## src/rtl/filter_pkg.sv

```systemverilog
// rtl/filter_pkg.sv - shared word width and entry type for filter pipeline stages
package filter_pkg;

  localparam int DATA_W = 16;

  typedef struct packed {
    logic [DATA_W-1:0] data;
    logic              parity;
  } filter_entry_t;

  localparam int ENTRY_W = $bits(filter_entry_t);

endpackage

```

## src/rtl/sync_fifo.sv

```systemverilog
// rtl/sync_fifo.sv - first-word-fall-through FIFO with occupancy count
// DEPTH must be a power of two so the pointers wrap by plain overflow.
module sync_fifo #(
  parameter int WIDTH = 17,
  parameter int DEPTH = 4
) (
  input  logic                     clk,
  input  logic                     reset,
  input  logic                     i_wr_en,
  input  logic [WIDTH-1:0]         i_wr_data,
  input  logic                     i_rd_en,
  output logic [WIDTH-1:0]         o_rd_data,
  output logic [$clog2(DEPTH):0]   o_count,
  output logic                     o_full,
  output logic                     o_empty
);

  localparam int PTR_W = $clog2(DEPTH);
  localparam int CNT_W = PTR_W + 1;
  localparam logic [CNT_W-1:0] FULL_CNT = CNT_W'(DEPTH);

  logic [WIDTH-1:0] r_mem [DEPTH];
  logic [PTR_W-1:0] r_wr_ptr;
  logic [PTR_W-1:0] r_rd_ptr;
  logic [CNT_W-1:0] r_count;

  logic w_push;
  logic w_pop;

  assign o_empty   = (r_count == '0);
  assign o_full    = (r_count == FULL_CNT);
  assign o_count   = r_count;
  assign o_rd_data = r_mem[r_rd_ptr];

  // A full FIFO still accepts a write when the head leaves in the same cycle.
  assign w_pop  = i_rd_en && !o_empty;
  assign w_push = i_wr_en && (!o_full || w_pop);

  always_ff @(posedge clk or posedge reset) begin
    if (reset) begin
      r_wr_ptr <= '0;
      r_rd_ptr <= '0;
      r_count  <= '0;
    end else begin
      if (w_push) r_wr_ptr <= r_wr_ptr + 1'b1;
      if (w_pop)  r_rd_ptr <= r_rd_ptr + 1'b1;
      case ({w_push, w_pop})
        2'b10:   r_count <= r_count + 1'b1;
        2'b01:   r_count <= r_count - 1'b1;
        default: r_count <= r_count;
      endcase
    end
  end

  // Storage is deliberately left unreset; stale entries are hidden by r_count.
  always_ff @(posedge clk) begin
    if (w_push) r_mem[r_wr_ptr] <= i_wr_data;
  end

endmodule

```

## src/rtl/filter_sink.sv

```systemverilog
// rtl/filter_sink.sv - terminal filter stage: buffers words, counts drops on overflow
// Upstream cannot be stalled, so a word arriving at a full FIFO with no pop is lost.
module filter_sink
  import filter_pkg::*;
#(
  parameter int DEPTH = 4,
  parameter int CNT_W = 8
) (
  input  logic                    clk,
  input  logic                    reset,
  input  logic [DATA_W-1:0]       io_x_data,
  input  logic                    io_x_valid,
  input  logic                    io_x_parity,
  input  logic                    io_clear,
  input  logic                    io_y_ready,
  output logic [DATA_W-1:0]       io_y_data,
  output logic                    io_y_parity,
  output logic                    io_y_valid,
  output logic [$clog2(DEPTH):0]  io_count,
  output logic                    io_overflow,
  output logic [CNT_W-1:0]        io_drops
);

  localparam logic [CNT_W-1:0] DROP_MAX = '1;

  filter_entry_t    w_wr_entry;
  filter_entry_t    w_rd_entry;
  logic             w_full;
  logic             w_empty;
  logic             w_pop;
  logic             w_drop;
  logic             r_overflow;
  logic [CNT_W-1:0] r_drops;

  assign w_wr_entry = '{data: io_x_data, parity: io_x_parity};

  sync_fifo #(
    .WIDTH (ENTRY_W),
    .DEPTH (DEPTH)
  ) u_fifo (
    .clk       (clk),
    .reset     (reset),
    .i_wr_en   (io_x_valid),
    .i_wr_data (w_wr_entry),
    .i_rd_en   (io_y_ready),
    .o_rd_data (w_rd_entry),
    .o_count   (io_count),
    .o_full    (w_full),
    .o_empty   (w_empty)
  );

  assign io_y_valid  = !w_empty;
  assign io_y_data   = w_rd_entry.data;
  assign io_y_parity = w_rd_entry.parity;

  assign w_pop  = io_y_valid && io_y_ready;
  assign w_drop = io_x_valid && w_full && !w_pop;

  // Clear takes priority over a coincident drop.
  always_ff @(posedge clk or posedge reset) begin
    if (reset) begin
      r_overflow <= 1'b0;
      r_drops    <= '0;
    end else if (io_clear) begin
      r_overflow <= 1'b0;
      r_drops    <= '0;
    end else if (w_drop) begin
      r_overflow <= 1'b1;
      if (r_drops != DROP_MAX) r_drops <= r_drops + 1'b1;
    end
  end

  assign io_overflow = r_overflow;
  assign io_drops    = r_drops;

endmodule

```

## config.mk

```make
export PLATFORM = sky130hd
export DESIGN_NAME = filter_sink
export DESIGN_NICKNAME = d
export VERILOG_FILES = /design/src/rtl/filter_pkg.sv /design/src/rtl/sync_fifo.sv /design/src/rtl/filter_sink.sv
export SDC_FILE = /design/constraint.sdc
export NUM_CORES = 1
export LEC_CHECK = 0
export ABC_AREA = 1
export BUFFER_PORTS_ARGS = -buffer_cell sky130_fd_sc_hd__buf_2
export CORE_MARGIN = 5
export CORE_UTILIZATION = 45
export DETAILED_ROUTE_END_ITERATION = 10
export GPL_ROUTABILITY_DRIVEN = 0
export GPL_TIMING_DRIVEN = 0
export PLACE_DENSITY = 0.65
export REMOVE_ABC_BUFFERS = 1
export SLEW_MARGIN = 20
export SYNTH_ARGS = -nofsm -noshare
export SYNTH_HDL_FRONTEND = slang
export SYNTH_SLANG_ARGS = --single-unit
```

## constraint.sdc

```tcl
create_clock -name clk -period 3.1 [get_ports clk]
set_input_delay 0.31 -clock clk [delete_from_list [all_inputs] [get_ports clk]]
set_output_delay 0.31 -clock clk [all_outputs]
set_load 0.005 [all_outputs]
```

==> summary.md <==
| Metric | Value |
|---|---|
| Run status | `completed` |
| Worst slew margin | `54.94%` |
| # Post-CTS Setup Buffers | `0` |
| Yosys top cell by area | `edfxtp_1` |
| Hold Buf Count CTS | `0` |
| Post-synthesis async set-or-reset flop share | `between 10% and 20%` |
| Most instantiated library cell after synthesis | `edfxtp_1` |
| Root buffer cell | `clkbuf_8` |
| Most common library cells after synthesis | `edfxtp_1 (68), nor2_1 (49), o21ai_0 (33), nand2_1 (28), inv_1 (18)` |
| Largest net degree at the start of global routing | `38` |
| DRT met1 WL | `2901 um` |
| CTS buffer count | `9` |
| Cell Pwr Density | `834.6 nW/um2` |
| Critical path class | `reg2out` |
| IO buf count | `51` |
| Leak Pwr | `1.553 nW` |
| WL met3 | `385 um` |
| Vias per cell | `a little under 5` |
| R2r startpoint | `u_fifo.o_count[0]` |
| Main synth FF type | `edfxtp_1` |
| Hold slack | `between 0.02 and 0.025 ns` |
| Final worst setup slack | `0.6977 ns` |
| Sequential-to-total area share from yosys stat | `70.17%` |
| Die height | `97.95 um` |
| Avg Inst Size Synth | `12.17 um2` |
| Startpoint types | `register` |
| Remaining global-route overflow | `0` |
| Diodes inserted | `0` |
| Vias | `2226` |
| DP Wirelength | `4137 um` |
| Clk slew on worst S/H paths | `0.09 ns` |
| First-pass GRT wire length | `10630 um` |
| Total die area | `about 9600 um2` |
| DIE WIDTH | `roughly 100 um` |
| #FFs+latches synth | `84` |
| Unrepaired setup endpoints after global routing | `no` |
| Library cells used by synthesis | `25` |
| DRT Pass-1 Iters | `4` |
| Power Total | `3.373 mW` |
| Netlist Area Pre-Place | `3481 um2` |
| Final ANT Viol Nets | `0` |
| Arrival @ worst endpoint | `2.09 ns` |
| TritonCTS clock tree | `built` |
| Cells after Synth | `286` |
| Fraction of layout cells with a size suffix above 1 | `between 20% and 30%` |
| Final WL | `6459 um` |
| CTS Buffer Depth | `2` |
| Top sig layer | `met4` |
| DRC errors left | `0` |
| Final setup vio count | `0` |
| Starting Density | `45.52%` |
| Number of global-route vias before repair | `roughly 2.3k` |
| Yosys top cell area share | `58.66%` |
| Tot GR Track Use | `between 10% and 20%` |
| Clock sinks | `84` |
| Nets | `371` |
| Post-synth EDFFs | `68` |
| Clk_skew | `around 0.018 ns` |
| Clock latency on the worst-skew pair | `0.35 ns` |
| WL/cell | `14.39 um` |
| Area contributors post-synth | `edfxtp_1 (59%), dfrtp_1 (12%), nor2_1 (5.3%), o21ai_0 (4.7%), o22ai_1 (3.1%)` |
| Worst IR Drop VDD | `0.0003711 V` |
| Initial DRC Count | `88` |
| Worst R2R Setup Slack | `around 1.1 ns` |
| Pre-CTS WS | `about 0.57 ns` |
| CP required | `between 2 and 3 ns` |
| Area added between synthesis and finish | `16.10%` |
| Yosys Warn Count | `0` |
| CP endpoint kind | `output port` |
| Hold Vio Cnt, Final | `0` |
| Initial antenna violation count | `0` |
| FP Rows | `32` |
| Crit-path max FO | `37` |
| Routed met2 length | `3099 um` |
| Core footprint | `7647 um2` |
| Worst Hold Class | `in2async` |
| CTS H-tree depth | `3` |
| Fmax | `416.3 MHz` |
| Fin util | `52.85%` |
| Fin crit period | `2.402 ns` |
| R2r worst-path depth | `9` |
| Final max-slew violation count | `0` |
| Final period util | `approximately 77%` |
| Max-cap violations | `0` |
| Worst-Margin Slew | `0.6752 ns` |
| CTS resizes | `0` |
| R2R Path End | `u_fifo.o_count[2]` |
| Ports | `52` |
| Setup_tns | `0 ns` |
final cells by class:
cell class                 count  area, um2
tap                          102      127.6
clock inverter                 7      50.05
sequential                    84       2444
fill                         666       3606
timing repair buffer          55      304.0
clock buffer                   9      123.9
multi-input combinational    171      913.4
inverter                      21      78.83
layer usage:
metal  track usage (%)  up-vias
met5                 0        -
met4             5.644        0
met3             3.214        9
met2             23.19       61
met1             17.92     1045
li1                  -     1111
critical path: stages (launching register included):
cell     delay (ns)
dfrtp_2        0.79
inv_2          0.43
o21ai_0        0.26
o22ai_1        0.11
buf_2          0.14
layout by cell type (no fill, tap or decap), drive strengths merged:
cell type	netlist	routed
edfxtp	68	68
buf	7	55
nor2	51	51
o21ai	42	42
nand2	34	34
inv	21	23
o22ai	17	17
dfrtp	16	16
clkbuf	3	9
nand3	6	6
ha	6	6
xor2	5	5
a21oi	5	5
clkinv	0	3
o21bai	2	2
clkinvlp	0	2
xnor2	1	1
nand4	1	1
fa	1	1
flip-flops by register name (all words and copies together) (netlist names):
| name | count |
|---|---|
| u_fifo.r_mem | 68 |
| io_drops | 8 |
| u_fifo.o_count | 3 |
| u_fifo.r_rd_ptr | 2 |
| u_fifo.r_wr_ptr | 2 |
| io_overflow | 1 |
worst max path at each step:
stage,from,endpoint,slack [ns],cells after the start
finish,u_fifo.r_rd_ptr[0],io_y_data[15],0.70,4
detailed placement,u_fifo.r_rd_ptr[0],io_y_data[12],0.57,4
global placement,u_fifo.r_rd_ptr[0],io_y_data[12],0.57,4
CTS,u_fifo.r_rd_ptr[0],io_y_data[12],0.18,4
floorplan,u_fifo.o_count[0],u_fifo.o_count[2],1.24,9
global route,u_fifo.r_rd_ptr[0],io_y_data[0],0.47,4
stage by stage:
step / instance area, um2 / instances
after CTS: 4040 / 449
after detailed placement: 3866 / 433
after floorplan: 3425 / 276
after global placement: 3807 / 429
final: 4041 / 449
after global routing: 4041 / 449
cells by family (layout without fill, tap and decap cells):
kind of cell / after synthesis / count (layout) / synth area share [%]
adders and majority gates: 7 / 7 / 2.732
DFF: 84 / 84 / 70.17
and+or+nand+nor: 92 / 92 / 10.93
AOI/OAI and AO/OA: 66 / 66 / 10.78
xor gates and xnor gates: 6 / 6 / 1.510
buffers and inverters: 31 / 92 / 3.882
report_power, final:
| part | internal [mW] | switching, mW |
|---|---|---|
| Sequential | 1.47 | 0.191 |
| Combinational | 0.420 | 0.613 |
| Clock | 0.293 | 0.389 |
| Total | 2.18 | 1.19 |
Power figures use the tool's default switching activity.
